File: config.mk
export PLATFORM = sky130hd
export DESIGN_NAME = fetch_unit_flat
export DESIGN_NICKNAME = d
export VERILOG_FILES = /design/src/rtl/fetch_if.sv /design/src/rtl/fetch_unit.sv /design/src/flat_wrapper.sv
export SDC_FILE = /design/constraint.sdc
export NUM_CORES = 1
export LEC_CHECK = 0
export CAP_MARGIN = 20
export CORE_ASPECT_RATIO = 0.9
export CORE_MARGIN = 4
export CORE_UTILIZATION = 50
export DETAILED_ROUTE_END_ITERATION = 6
export GPL_ROUTABILITY_DRIVEN = 0
export GPL_TIMING_DRIVEN = 1
export PLACE_DENSITY_LB_ADDON = 0.1
export SLEW_MARGIN = 0
export SYNTH_ARGS = -nofsm -noshare
export SYNTH_HDL_FRONTEND = slang
export SYNTH_SLANG_ARGS = --single-unit
File: constraint.sdc
create_clock -name clk -period 5.41 [get_ports clk]
set_input_delay 1.082 -clock clk [delete_from_list [all_inputs] [get_ports clk]]
set_output_delay 1.082 -clock clk [all_outputs]
set_load 0.02 [all_outputs]
File: src/rtl/fetch_if.sv
// Fetch unit bus bundle: the controller-side request/branch signals, the
// memory read port and the instruction-register outputs.
// slave  = the fetch unit itself, master = the controller/memory side.
interface fetch_if #(
  parameter int WIDTH     = 16,
  parameter int ADDR_BITS = 16
);
  logic                 fetch_req;
  logic                 branch_en;
  logic [ADDR_BITS-1:0] branch_target;
  logic                 mem_ready;
  logic [WIDTH-1:0]     mem_rdata;
  logic                 mem_rd;
  logic [ADDR_BITS-1:0] mem_addr;
  logic [WIDTH-1:0]     input_instruction;
  logic                 instruction_en;
  logic [ADDR_BITS-1:0] pc;
  logic                 busy;
  logic                 fetch_err;

  modport master (
    output fetch_req, branch_en, branch_target, mem_ready, mem_rdata,
    input  mem_rd, mem_addr, input_instruction, instruction_en, pc, busy,
    input  fetch_err
  );

  modport slave (
    input  fetch_req, branch_en, branch_target, mem_ready, mem_rdata,
    output mem_rd, mem_addr, input_instruction, instruction_en, pc, busy,
    output fetch_err
  );
endinterface

File: src/rtl/fetch_unit.sv
// Instruction fetch unit: IDLE -> REQ -> DONE handshake against a memory
// with a variable-latency ready. Captures one instruction word per request,
// advances pc (wrapping) or redirects it to a branch target.
// Optional feature: define FETCH_TIMEOUT_EN to abort a REQ that waits
// TIMEOUT cycles without mem_ready and raise the sticky fetch_err flag.
module fetch_unit #(
  parameter int WIDTH     = 16,
  parameter int ADDR_BITS = 16,
  parameter int TIMEOUT   = 15
) (
  input  logic    clk,
  input  logic    reset,
  fetch_if.slave  bus
);

  typedef enum logic [1:0] {
    IDLE = 2'd0,
    REQ  = 2'd1,
    DONE = 2'd2
  } state_t;

  localparam logic [ADDR_BITS-1:0] ADDR_ONE = {{(ADDR_BITS-1){1'b0}}, 1'b1};

  if (TIMEOUT < 1) begin : g_bad_timeout
    $error("fetch_unit: TIMEOUT must be at least 1");
  end

  state_t               state;
  logic [ADDR_BITS-1:0] pc_q;
  logic [ADDR_BITS-1:0] pend_addr;
  logic                 pend_vld;
  logic                 mem_rd_q;
  logic                 instr_en_q;
  logic [WIDTH-1:0]     instr_q;
  logic [ADDR_BITS-1:0] capture_pc;

  // Address loaded into pc when an instruction is captured: a branch seen in
  // the capture cycle itself is the newest, then a pending one, else pc+1.
  always_comb begin
    capture_pc = pc_q + ADDR_ONE;
    if (bus.branch_en) begin
      capture_pc = bus.branch_target;
    end else if (pend_vld) begin
      capture_pc = pend_addr;
    end
  end

`ifdef FETCH_TIMEOUT_EN
  localparam int CNT_W = $clog2(TIMEOUT + 1);
  localparam logic [CNT_W-1:0] CNT_ONE  = {{(CNT_W-1){1'b0}}, 1'b1};
  localparam logic [CNT_W-1:0] TMO_LAST = CNT_W'(TIMEOUT - 1);

  logic [CNT_W-1:0] tmo_cnt;
  logic             err_q;
`endif

  // Fetch FSM with all outputs registered.
  always_ff @(posedge clk) begin
    if (!reset) begin
      state      <= IDLE;
      pc_q       <= '0;
      pend_addr  <= '0;
      pend_vld   <= 1'b0;
      mem_rd_q   <= 1'b0;
      instr_en_q <= 1'b0;
      instr_q    <= '0;
`ifdef FETCH_TIMEOUT_EN
      tmo_cnt    <= '0;
      err_q      <= 1'b0;
`endif
    end else begin
      case (state)
        IDLE: begin
          instr_en_q <= 1'b0;
          // A branch here redirects pc at once, so a simultaneous fetch
          // already reads from the branch target.
          if (bus.branch_en) begin
            pc_q <= bus.branch_target;
          end
          if (bus.fetch_req) begin
            state    <= REQ;
            mem_rd_q <= 1'b1;
          end
        end

        REQ: begin
          if (bus.mem_ready) begin
            instr_q    <= bus.mem_rdata;
            pc_q       <= capture_pc;
            pend_vld   <= 1'b0;
            mem_rd_q   <= 1'b0;
            instr_en_q <= 1'b1;
            state      <= DONE;
`ifdef FETCH_TIMEOUT_EN
            tmo_cnt    <= '0;
`endif
          end else begin
            // mem_addr must stay stable during the read, so a branch is
            // only remembered and applied when the read finishes.
            if (bus.branch_en) begin
              pend_addr <= bus.branch_target;
              pend_vld  <= 1'b1;
            end
`ifdef FETCH_TIMEOUT_EN
            if (tmo_cnt == TMO_LAST) begin
              mem_rd_q <= 1'b0;
              err_q    <= 1'b1;
              pend_vld <= 1'b0;
              tmo_cnt  <= '0;
              state    <= IDLE;
            end else begin
              tmo_cnt  <= tmo_cnt + CNT_ONE;
            end
`endif
          end
        end

        DONE: begin
          instr_en_q <= 1'b0;
          state      <= IDLE;
          pend_vld   <= 1'b0;
          if (bus.branch_en) begin
            pc_q <= bus.branch_target;
          end else if (pend_vld) begin
            pc_q <= pend_addr;
          end
        end

        default: begin
          state      <= IDLE;
          mem_rd_q   <= 1'b0;
          instr_en_q <= 1'b0;
        end
      endcase
    end
  end

  assign bus.mem_rd            = mem_rd_q;
  assign bus.mem_addr          = pc_q;
  assign bus.pc                = pc_q;
  assign bus.input_instruction = instr_q;
  assign bus.instruction_en    = instr_en_q;
  assign bus.busy              = (state != IDLE);
`ifdef FETCH_TIMEOUT_EN
  assign bus.fetch_err         = err_q;
`else
  assign bus.fetch_err         = 1'b0;
`endif

endmodule

File: src/flat_wrapper.sv
// flat-port wrapper written by rule: the top's interface ports become plain ports
module fetch_unit_flat 
#(
  parameter int WIDTH     = 16,
  parameter int ADDR_BITS = 16,
  parameter int TIMEOUT   = 15
)
  (clk, reset, bus_fetch_req, bus_branch_en, bus_branch_target, bus_mem_ready, bus_mem_rdata, bus_mem_rd, bus_mem_addr, bus_input_instruction, bus_instruction_en, bus_pc, bus_busy, bus_fetch_err);
  fetch_if #(.WIDTH(WIDTH), .ADDR_BITS(ADDR_BITS)) bus_i ();
  input  logic clk;
  input  logic reset;
  input wire logic [$bits(bus_i.fetch_req)-1:0] bus_fetch_req;
  input wire logic [$bits(bus_i.branch_en)-1:0] bus_branch_en;
  input wire logic [$bits(bus_i.branch_target)-1:0] bus_branch_target;
  input wire logic [$bits(bus_i.mem_ready)-1:0] bus_mem_ready;
  input wire logic [$bits(bus_i.mem_rdata)-1:0] bus_mem_rdata;
  output wire logic [$bits(bus_i.mem_rd)-1:0] bus_mem_rd;
  output wire logic [$bits(bus_i.mem_addr)-1:0] bus_mem_addr;
  output wire logic [$bits(bus_i.input_instruction)-1:0] bus_input_instruction;
  output wire logic [$bits(bus_i.instruction_en)-1:0] bus_instruction_en;
  output wire logic [$bits(bus_i.pc)-1:0] bus_pc;
  output wire logic [$bits(bus_i.busy)-1:0] bus_busy;
  output wire logic [$bits(bus_i.fetch_err)-1:0] bus_fetch_err;
  assign bus_i.fetch_req = bus_fetch_req;
  assign bus_i.branch_en = bus_branch_en;
  assign bus_i.branch_target = bus_branch_target;
  assign bus_i.mem_ready = bus_mem_ready;
  assign bus_i.mem_rdata = bus_mem_rdata;
  assign bus_mem_rd = bus_i.mem_rd;
  assign bus_mem_addr = bus_i.mem_addr;
  assign bus_input_instruction = bus_i.input_instruction;
  assign bus_instruction_en = bus_i.instruction_en;
  assign bus_pc = bus_i.pc;
  assign bus_busy = bus_i.busy;
  assign bus_fetch_err = bus_i.fetch_err;
  fetch_unit #(.WIDTH(WIDTH), .ADDR_BITS(ADDR_BITS), .TIMEOUT(TIMEOUT)) u_core (.clk(clk), .reset(reset), .bus(bus_i));
endmodule
* After elaboration in Yosys (flattened, before gate mapping) *
Cells that the tools add are included.

storage, ports and cells
  bits in registers = 53
  bits of input ports = 37
  output and inout bits = 52
  word-level logic and storage cells = 44

cells by class
  add/sub/neg operators = 1
  equal/unequal tests = 7
  multiplexer cells = 16
  bitwise gates (word level) = 2
  reductions and logical operators = 11

operators by type and width
  kind                   count
  $mux 16                6
  $pmux 16 s3            1
  $add 16x1->16 const B  1
  $reduce_and 2->1       4
  $ne 2x2->1 const B     3
  $reduce_and 3->1       2
  $mux 1                 4
  $mux 2                 2
  $pmux 2 s2             1
  $reduce_and 4->1       1
  $reduce_bool 2->1      2
  $ne 3x2->1 const B     1
  $ne 3x3->1 const B     1
  $pmux 1 s3             1
  $reduce_bool 3->1      1
  $eq 2x1->1 const B     1
  $eq 2x2->1 const B     1
  $logic_not 2->1        1
  $not 1->1              2
  $pmux 1 s2             1

* Depth between registers and ports, before layout *
Gate-level depths: netlist of run 1.

  depth after elaboration = 5
  mapped depth = 9
  gate-level depth less buffers = 7

* Least setup slack after synthesis of run 1 *
No wires, ideal clock.

  path type = input to register
  start point = in bus_mem_ready
  end point = reg u_core.pc_q[11] (netlist: u_core.bus.mem_addr[11])
  library setup time = 0.116 ns
  arrival time = 2.161 ns
  required time = 5.294 ns
  path slack = 3.133 ns
  cell stages on the path = 6
  buffers on the path = 1
  path through = and2b_4 > nor2_1 > o21ai_1 > buf_4 > a221o_1 > a31o_1

between the ends
  longest elaborated chain between the ends = 2

ends and longest elaborated chain
  element                            RTL line            RTL
  start, declared                    flat_wrapper.sv:15  input wire logic [$bits(bus_i.mem_ready)-1:0] bus_mem_ready;
  $ne 2x2->1 (no source line)        -
  $reduce_and 4->1 (no source line)  -
  end signal, assigned               fetch_unit.sv:78    pc_q <= bus.branch_target;
  end signal, assigned               fetch_unit.sv:89    pc_q <= capture_pc;
  end signal, assigned               fetch_unit.sv:123   pc_q <= bus.branch_target;
  end, declared                      fetch_unit.sv:29    logic [ADDR_BITS-1:0] pc_q;

Every way passes these cells.
A chain may end at the register's enable or synchronous reset.

* Final worst setup path of run 1 *
  start point = in bus_branch_en
  end point = reg u_core.pc_q[3] (netlist: u_core.bus.mem_addr[3])

between the ends
  longest elaborated chain between the ends = 3
  elaborated cells between the ends (all ways) = 7
  classes of those cells = eq/ne (2); mux (4); reduce/logical (1)

ends and longest elaborated chain
  element          RTL line            RTL
  start, declared  flat_wrapper.sv:13  input wire logic [$bits(bus_i.branch_en)-1:0] bus_branch_en;
  $mux 16          fetch_unit.sv:41    if (bus.branch_en) begin
  $mux 16          fetch_unit.sv:87    if (bus.mem_ready) begin
  $pmux 16 s3      fetch_unit.sv:72    case (state)

Parallel ways exist; a longest one is shown, timed or not. The select of a mux whose other input is x is not followed.

==> results of run 1 <==
==> area by class of cell <==
type	instances	area (µm²)	area share, %
multi-input cells	271	1520	41.5
clock inverters	2	10.0	0.273
well taps	67	83.8	2.29
flip-flops and latches	53	1060	29.0
clock buffers	6	72.6	1.98
repair buffers	88	878	24.0
inverters	10	37.5	1.03
==> cell usage in the layout (no fill, tap or decap), types with 2 or more instances in the layout <==
cell type / Yosys / routed
ha_1: 5 / 5
a221oi_1: 12 / 12
nand3_1: 4 / 4
inv_1: 9 / 9
a211oi_1: 3 / 3
clkinv_2: 0 / 2
clkdlybuf4s50_1: 0 / 87
nand2_1: 87 / 87
o21ai_0: 14 / 14
a21oi_1: 49 / 49
nor4_1: 5 / 5
o32ai_1: 3 / 3
nand4_2: 2 / 2
nand3_2: 2 / 2
a32o_1: 3 / 3
a31oi_1: 2 / 2
nor3_1: 10 / 10
dfxtp_1: 53 / 53
o22ai_1: 9 / 9
o21ai_1: 2 / 2
a221o_1: 4 / 4
o21a_1: 2 / 2
o2111ai_1: 4 / 4
and2_1: 3 / 3
xor2_1: 4 / 4
clkbuf_8: 0 / 5
xnor2_1: 4 / 4
nand2b_1: 9 / 9
nor2_1: 14 / 14
==> sequential cells by signal, indices dropped and copies added (netlist names) <==
signal and flops:
u_core.bus.input_instruction 16, u_core.bus.instruction_en 1, u_core.bus.mem_addr 16, u_core.bus.mem_rd 1, u_core.pend_addr 16, u_core.pend_vld 1, u_core.state 2
==> metal layers <==
metal / part of all wire, % / vias up / track usage, %
li1: - / 1422 / -
met1: 43 / 1415 / 32.7
met2: 45 / 165 / 37.6
met3: 9.5 / 15 / 4.23
met4: 1.6 / 0 / 9.97
met5: 0 / - / 0
==> worst max-delay path by stage <==
| stage | cells after the start | endpoint | start | slack, ps |
|---|---|---|---|---|
| 3_3_place_gp | 6 | u_core.bus.mem_addr[5]$_SDFFE_PN0P_ | bus_branch_en | 1920 |
| 5_1_grt | 6 | u_core.bus.mem_addr[5]$_SDFFE_PN0P_ | bus_branch_en | 1950 |
| 6_report | 6 | u_core.bus.mem_addr[3]$_SDFFE_PN0P_ | bus_branch_en | 2080 |
| 4_1_cts | 6 | u_core.bus.mem_addr[5]$_SDFFE_PN0P_ | bus_branch_en | 2160 |
| 2_1_floorplan | 6 | u_core.bus.mem_addr[11]$_SDFFE_PN0P_ | bus_mem_ready | 3130 |
| 3_5_place_dp | 6 | u_core.bus.mem_addr[5]$_SDFFE_PN0P_ | bus_branch_en | 1830 |
==> worst reg2reg max path, cell delays in order (launching register included) <==
cell      delay (ps)
dfxtp_1          400
inv_1             80
ha_1             400
nor2b_1          740
nand3_1          340
nor3_1           300
a221oi_1          80
o22ai_1          180
==> kinds of logic (layout without fill, tap and decap cells) <==
group	Yosys count	in the layout	share of synthesized area (%)
simple gates	145	145	23.6
compound gates	111	111	24.8
flops	53	53	37.4
buf+inv	48	106	9.05
xor+xnor	8	8	2.47
fa+ha+maj	5	5	2.21
other cells	1	1	0.132
mux	1	1	0.353
==> power breakdown <==
| group | total, mW | switching [mW] | leakage [nW] | internal, mW |
|---|---|---|---|---|
| logic | 0.329 | 0.176 | 0.759 | 0.153 |
| clock network | 0.220 | 0.130 | 0.0450 | 0.0901 |
| registers | 0.466 | 0.0459 | 0.433 | 0.420 |
==> results.cfg, run 1 <==
[status]
status = complete, no violations

[worst_hold_path]
hold_depth = 2
min_to = u_core.bus.input_instruction[9]$_SDFFE_PN0P_
hp-class = reg -> reg
hold_start = u_core.bus.input_instruction[9]$_SDFFE_PN0P_

[yosys]
synthTopCellsByCount = nand2_1 (87), dfxtp_1 (53), a21oi_1 (49)
yosysTopAreaCellShare_pct = 37.4
synth-seq-cells = 53
synth-seq-area-share_pct = 37.4
ys_types = 46
ys_async_sr_fraction_pct = 0
synth_edf_count = 0
ys.flop_type = dfxtp_1
synth.most_common_cell = nand2_1
syn_inst = 372
syn_nets = 414
synth_area_um2 = 2840
syn_area_per_cell_um2 = 7.62
synth.area.top_cells = dfxtp_1 (37%), nand2_1 (12%), a21oi_1 (8.6%)
yosysTopAreaCell = dfxtp_1
yosysWarnings = 0

[clock_network]
cts_max_level = 2
cts_tree = yes
clk_latency_ps = 310
postCtsResizedCells = 0
postCtsHoldBufs = 0
postCtsSetupRepairBufs = 0
clockBufferDepth = 2
cts.clk_slew.worst_paths_ps = 100
cts-root-buf = clkbuf_8
cts_buffers = 5
cts_sinks = 53

[sta]
min_period_ps = 3330
slew_headroom_pct = 41.4
rsz0062_at_grt = no
fin_hold_ws_ps = 458
fin_skew_ps = 7.44
slew_viol_final = 0
fmax_ghz = 0.300
tns_ps = 0
hold_viol = 0
period_share_pct = 61.6
worst_slack_ps = 2080
worstMarginPinSlew_ps = 877
setup_violations = 0

[worst_setup_path]
cp_max_fo = 20
r2r_cells = 7
startpoint_type = input pin
path_class = in -> reg
cp_slowest_cell = nor2b_1
r2r_start = u_core.state[1]$_SDFFE_PN0P_
required_ps = 5650
r2r_slack_ps = 2820
cpLargestDelayFamily = simple AND/OR/NAND/NOR gates
cp.arrival_ps = 3570
crit_chain = clkdlybuf4s50_1, nor2b_1, nand3_1, nor3_1, a221oi_1, o22ai_1
rr_endpoint = u_core.bus.mem_addr[3]$_SDFFE_PN0P_
critical-path-max-stage-delay_ps = 840
crit_buf_inv = 1
cp-end-kind = flop

[floorplanning]
io_pins = 89
die_w_um = 87.4
rows = 25
core_region_area_um2 = 5380
start_util_pct = 52.7
die_h_um = 79.4
die_area_um2 = 6940

[placement]
dpl.hpwl_um = 5520
dp_slack_ps = 1830
port_buffers = 87
dpl-instance-area_um2 = 3580
place_inst = 489

[layout]
area_delta_synth_final_pct = 29.1
finalNonFillerCells = 497
final_cell_area_um2 = 3660
drive_gt1_share_pct = 3.72
fin_util_pct = 68.0
antennaDiodeCount = 0
num-fill-cells = 462
nets = 471

[grt]
grt_pass1_wl_um = 13400
grt_max_degree = 38
grt_pass1_vias = 2877
grt-ovfl-total = 0
antenna_found_initial = 0
grt_usage_pct = 24.1

[run]
maxCapViolations = 0

[detailed_routing]
dr.pass1.iters = 5
vias_per_cell = 6.07
vias = 3017
initialDrtViolationCount = 259
wl_per_cell_um = 16.2
drc_errors = 0
wirelength_um = 8030
ant_nets = 0

[power_and_ir_drop]
p_total_mw = 1.01
powerDensity_nw_per_um2 = 277
leakage_nw = 1.24
peakVddDrop_uv = 186
Power figures use the tool's default switching activity.
==> run 2, diff against run 1 <==
--- a/config.mk
+++ b/config.mk
@@ -8,7 +8,7 @@
 export CAP_MARGIN = 20
 export CORE_ASPECT_RATIO = 0.9
 export CORE_MARGIN = 4
-export CORE_UTILIZATION = 50
+export CORE_UTILIZATION = 42
 export DETAILED_ROUTE_END_ITERATION = 6
 export GPL_ROUTABILITY_DRIVEN = 0
 export GPL_TIMING_DRIVEN = 1
==> constraint.sdc (replaced) <==
create_clock -name clk -period 3.05 [get_ports clk]
set_input_delay 0.61 -clock clk [delete_from_list [all_inputs] [get_ports clk]]
set_output_delay 0.61 -clock clk [all_outputs]
set_load 0.02 [all_outputs]
==> results.cfg, run 2 (synthesis gave the netlist of run 1 again) <==
[clock_network]
cts_max_level = 2
cts_buffers = 5
cts-root-buf = clkbuf_8
postCtsHoldBufs = 0
postCtsSetupRepairBufs = 0
postCtsResizedCells = 0
cts_tree = yes
clockBufferDepth = 2
clk_latency_ps = 300
cts.clk_slew.worst_paths_ps = 90
cts_sinks = 53

[layout]
layout_common_cells = nand2_1 (87), clkdlybuf4s50_1 (87), dfxtp_1 (53)
area_delta_synth_final_pct = 31.8
nets = 477
drive_gt1_share_pct = 4.82
antennaDiodeCount = 0
final_cell_area_um2 = 3740

[floorplanning]
die_area_um2 = 8130
die_h_um = 85.9
io_pins = 89
die_w_um = 94.6
start_util_pct = 43.3
rows = 28
core_region_area_um2 = 6550

[sta]
rsz0062_at_grt = no
worst_slack_ps = 722
setup_violations = 0
fin_hold_ws_ps = 455
fin_skew_ps = 4.29
min_period_ps = 2330
hold_viol = 0
tns_ps = 0
slew_headroom_pct = 48.2
period_share_pct = 76.3
fmax_ghz = 0.430
worstMarginPinSlew_ps = 776
slew_viol_final = 0

[power_and_ir_drop]
leakage_nw = 1.26
powerDensity_nw_per_um2 = 485
peakVddDrop_uv = 206
p_total_mw = 1.81

[detailed_routing]
routed.top_layer = met4
wl_per_cell_um = 15.8
vias = 2939
wirelength_um = 8300
wl_met3_um = 559
vias_per_cell = 5.59
m1WireLength_um = 3840
wl_met2_um = 3780
initialDrtViolationCount = 187
drc_errors = 0
dr.pass1.iters = 5
ant_nets = 0

[worst_setup_path]
r2r_start = u_core.pend_vld$_SDFFE_PN0P_
required_ps = 2440
startpoint_type = flop
path_class = reg -> out
cp-end-kind = primary output
r2r_cells = 6
cp.arrival_ps = 1720
cp_common_cell = inv_1
cp_slowest_cell = clkdlybuf4s50_1
cp_max_fo = 4
crit_chain = inv_1, ha_1, inv_1, clkdlybuf4s50_1
r2r_slack_ps = 720
rr_endpoint = u_core.bus.mem_addr[14]$_SDFFE_PN0P_
critical-path-max-stage-delay_ps = 620

[placement]
dp_slack_ps = 501
port_buffers = 87
dpl.hpwl_um = 5830
dpl-instance-area_um2 = 3650

[grt]
grt-ovfl-total = 0
antenna_found_initial = 0
grt_pass1_vias = 2769
grt_usage_pct = 20.4
grt_max_degree = 30
grt_pass1_wl_um = 13500

[worst_hold_path]
hold_start = u_core.bus.input_instruction[10]$_SDFFE_PN0P_
hold_depth = 2
min_to = u_core.bus.input_instruction[10]$_SDFFE_PN0P_
hp-class = reg -> reg

[status]
status = complete, no violations

[run]
maxCapViolations = 0
run 2: cell count changes in the layout (fill, tap and decap cells not counted):
cell,previous run,this run
buf_4,1,7
clkinv_2,2,0
clkbuf_1,1,2
clkinvlp_4,0,1
run 2: layout make-up:
type / count / area [µm²]
clock buffers: 7 / 76.3
flip-flops and latches: 53 / 1060
repair buffers: 94 / 923
well taps: 90 / 113
fillers: 653 / 2820
multi-input cells: 271 / 1520
clock inverters: 1 / 7.51
inverters: 10 / 37.5
run 2: critical path: cells and delay by family (launching register included):
kind	cells	cell delay, ps
fa+ha+maj	1	220
buf+inv	3	800
flops	1	400
run 2: how the worst max path moves through the flow:
stage | slack, ps | end | from
2_1_floorplan | 1180 | u_core.bus.mem_addr[14]$_SDFFE_PN0P_ | u_core.bus.mem_addr[0]$_SDFFE_PN0P_
4_1_cts | 700 | bus_busy | u_core.state[1]$_SDFFE_PN0P_
3_3_place_gp | 570 | u_core.bus.mem_addr[14]$_SDFFE_PN0P_ | bus_mem_ready
5_1_grt | 540 | u_core.bus.mem_addr[14]$_SDFFE_PN0P_ | u_core.pend_vld$_SDFFE_PN0P_
6_report | 720 | bus_busy | u_core.state[1]$_SDFFE_PN0P_
3_5_place_dp | 500 | u_core.bus.mem_addr[14]$_SDFFE_PN0P_ | bus_mem_ready
run 2: power breakdown:
group          total [mW]  internal (mW)  switching (mW)
clock               0.392          0.163           0.229
combinational       0.596          0.280           0.316
sequential          0.826          0.745          0.0811
run 2: routing by layer:
metal / vias up / global-route usage [%]
li1: 1434 / -
met1: 1369 / 28.4
met2: 122 / 32.2
met3: 14 / 2.54
met4: 0 / 7.60
met5: - / 0
run 2: stage by stage:
step           util (%)  cells
2_1_floorplan         -    372
3_3_place_gp       55.7    518
3_5_place_dp       55.7    518
4_1_cts            57.0    526
5_1_grt            57.0    526
6_report           57.0    526
==> run 3, diff against run 2 <==
--- a/config.mk
+++ b/config.mk
@@ -8,7 +8,7 @@
 export CAP_MARGIN = 20
 export CORE_ASPECT_RATIO = 0.9
 export CORE_MARGIN = 4
-export CORE_UTILIZATION = 42
+export CORE_UTILIZATION = 47
 export DETAILED_ROUTE_END_ITERATION = 6
 export GPL_ROUTABILITY_DRIVEN = 0
 export GPL_TIMING_DRIVEN = 1
==> constraint.sdc (replaced) <==
create_clock -name clk -period 2.4 [get_ports clk]
set_input_delay 0.48 -clock clk [delete_from_list [all_inputs] [get_ports clk]]
set_output_delay 0.48 -clock clk [all_outputs]
set_load 0.02 [all_outputs]
==> results.cfg, run 3 (synthesis gave the netlist of run 1 again) <==
[status]
status = complete, no violations

[worst_setup_path]
cp-end-kind = primary output
rr_endpoint = u_core.bus.mem_addr[14]$_SDFFE_PN0P_
cp.arrival_ps = 1720
cp_slowest_cell = clkdlybuf4s50_1
critical-path-max-stage-delay_ps = 610
r2r_start = u_core.state[0]$_SDFFE_PN0P_
path_class = reg -> out
required_ps = 1920
crit_chain = inv_1, ha_1, inv_1, clkdlybuf4s50_1
setup.worst_path.start = u_core.state[0]$_SDFFE_PN0P_
r2r_slack_ps = 270
cp_max_fo = 4
startpoint_type = flop
cp_common_cell = inv_1
r2r_cells = 7

[power_and_ir_drop]
power.share.switching_pct = 34.5
p_int_mw = 1.52
leakage_nw = 1.31
p_total_mw = 2.33
p_comb_share_pct = 33.5
peakVddDrop_uv = 416
switching_power_mw = 0.804
powerDensity_nw_per_um2 = 613
pwr-share-seq_pct = 44.7
clockPowerShare_pct = 21.9

[sta]
slew_headroom_pct = 60.8
slew_viol_final = 0
rsz0062_at_grt = no
setup_violations = 0
worstMarginPinSlew_ps = 587
hold_viol = 0
period_share_pct = 91.5
tns_ps = 0
min_period_ps = 2200
fmax_ghz = 0.455
fin_skew_ps = 7.31

[layout]
layout_common_cells = nand2_1 (87), clkdlybuf4s50_1 (87), dfxtp_1 (53)
fin_util_pct = 66.0
nets = 485
drive_gt1_share_pct = 6.76
area_delta_synth_final_pct = 34.0
antennaDiodeCount = 0
num-fill-cells = 514

[clock_network]
cts-root-buf = clkbuf_8
cts.clk_slew.worst_paths_ps = 100
clk_latency_ps = 310
cts_max_level = 2
clockBufferDepth = 2
cts_sinks = 53
cts_buffers = 5
postCtsSetupRepairBufs = 0
postCtsResizedCells = 0
cts_tree = yes
postCtsHoldBufs = 0

[placement]
port_buffers = 87
dpl.hpwl_um = 5770

[worst_hold_path]
min_to = u_core.bus.input_instruction[11]$_SDFFE_PN0P_
hp-class = reg -> reg
hold_depth = 2
hold_start = u_core.bus.input_instruction[11]$_SDFFE_PN0P_

[detailed_routing]
wl_per_cell_um = 15.6
drc_errors = 0
dr.pass1.iters = 5
initialDrtViolationCount = 132
vias = 2920
ant_nets = 0
vias_per_cell = 5.68
wirelength_um = 8040

[floorplanning]
io_pins = 89
die_area_um2 = 7340
start_util_pct = 49.2
core_region_area_um2 = 5760
rows = 26
die_w_um = 89.9
die_h_um = 81.7

[grt]
grt-ovfl-total = 0
grt_pass1_wl_um = 13000
grt_usage_pct = 21.6
grt_max_degree = 33
grt_pass1_vias = 2656
antenna_found_initial = 0

[run]
maxCapViolations = 0
==> run 3: cell count changes in the layout (fill, tap and decap cells not counted) <==
cell / delta
buf_12: +2
buf_4: +6
clkbuf_1: -1
clkinvlp_4: +1
==> run 3: per-layer routing <==
metal | routed length (µm) | global-route usage, %
met3 | 557 | 4.21
met2 | 3720 | 36.0
met5 | 0 | 0
met1 | 3670 | 29.1
met4 | 97 | 6.27
==> run 3: critical path, delay by kind of cell (launching register included) <==
family / cells / cell delay [ps]
flops: 1 / 390
fa+ha+maj: 1 / 220
buf+inv: 3 / 790
==> run 3: layout make-up <==
cell class | count | area (µm²) | share of cell area (%)
timing repair buffer | 102 | 1010 | 26.5
clock buffer | 6 | 72.6 | 1.91
sequential | 53 | 1060 | 27.9
multi-input combinational | 271 | 1520 | 39.9
clock inverter | 2 | 15.0 | 0.395
inverter | 10 | 37.5 | 0.988
tap | 70 | 87.6 | 2.30
==> run 3: per-stage QoR <==
stage	hold slack, ps	worst slack (ps)	instance area [µm²]	cells
global route	477	112	3800	514
floorplan	436	525	2840	372
CTS	458	179	3800	514
detailed placement	444	90.8	3710	506
finish	457	203	3800	514
global placement	440	155	3710	506
==> run 3: power groups by stage <==
stage               registers, mW  clock network (mW)  logic (mW)
global route                 1.05               0.549       0.837
floorplan                    1.11                   0       0.411
detailed placement           1.06                   0       0.776
global placement             1.06                   0       0.764
finish                       1.04               0.509       0.779
CTS                          1.04               0.525       0.779
==> run 3: how the worst max path moves through the flow <==
| stage | slack [ps] | depth (start not counted) | end |
|---|---|---|---|
| 4_1_cts | 180 | 4 | bus_busy |
| 2_1_floorplan | 530 | 6 | u_core.bus.mem_addr[14]$_SDFFE_PN0P_ |
| 3_5_place_dp | 90 | 7 | u_core.bus.mem_addr[14]$_SDFFE_PN0P_ |
| 3_3_place_gp | 160 | 7 | u_core.bus.mem_addr[14]$_SDFFE_PN0P_ |
| 6_report | 200 | 4 | bus_busy |
| 5_1_grt | 110 | 4 | bus_busy |
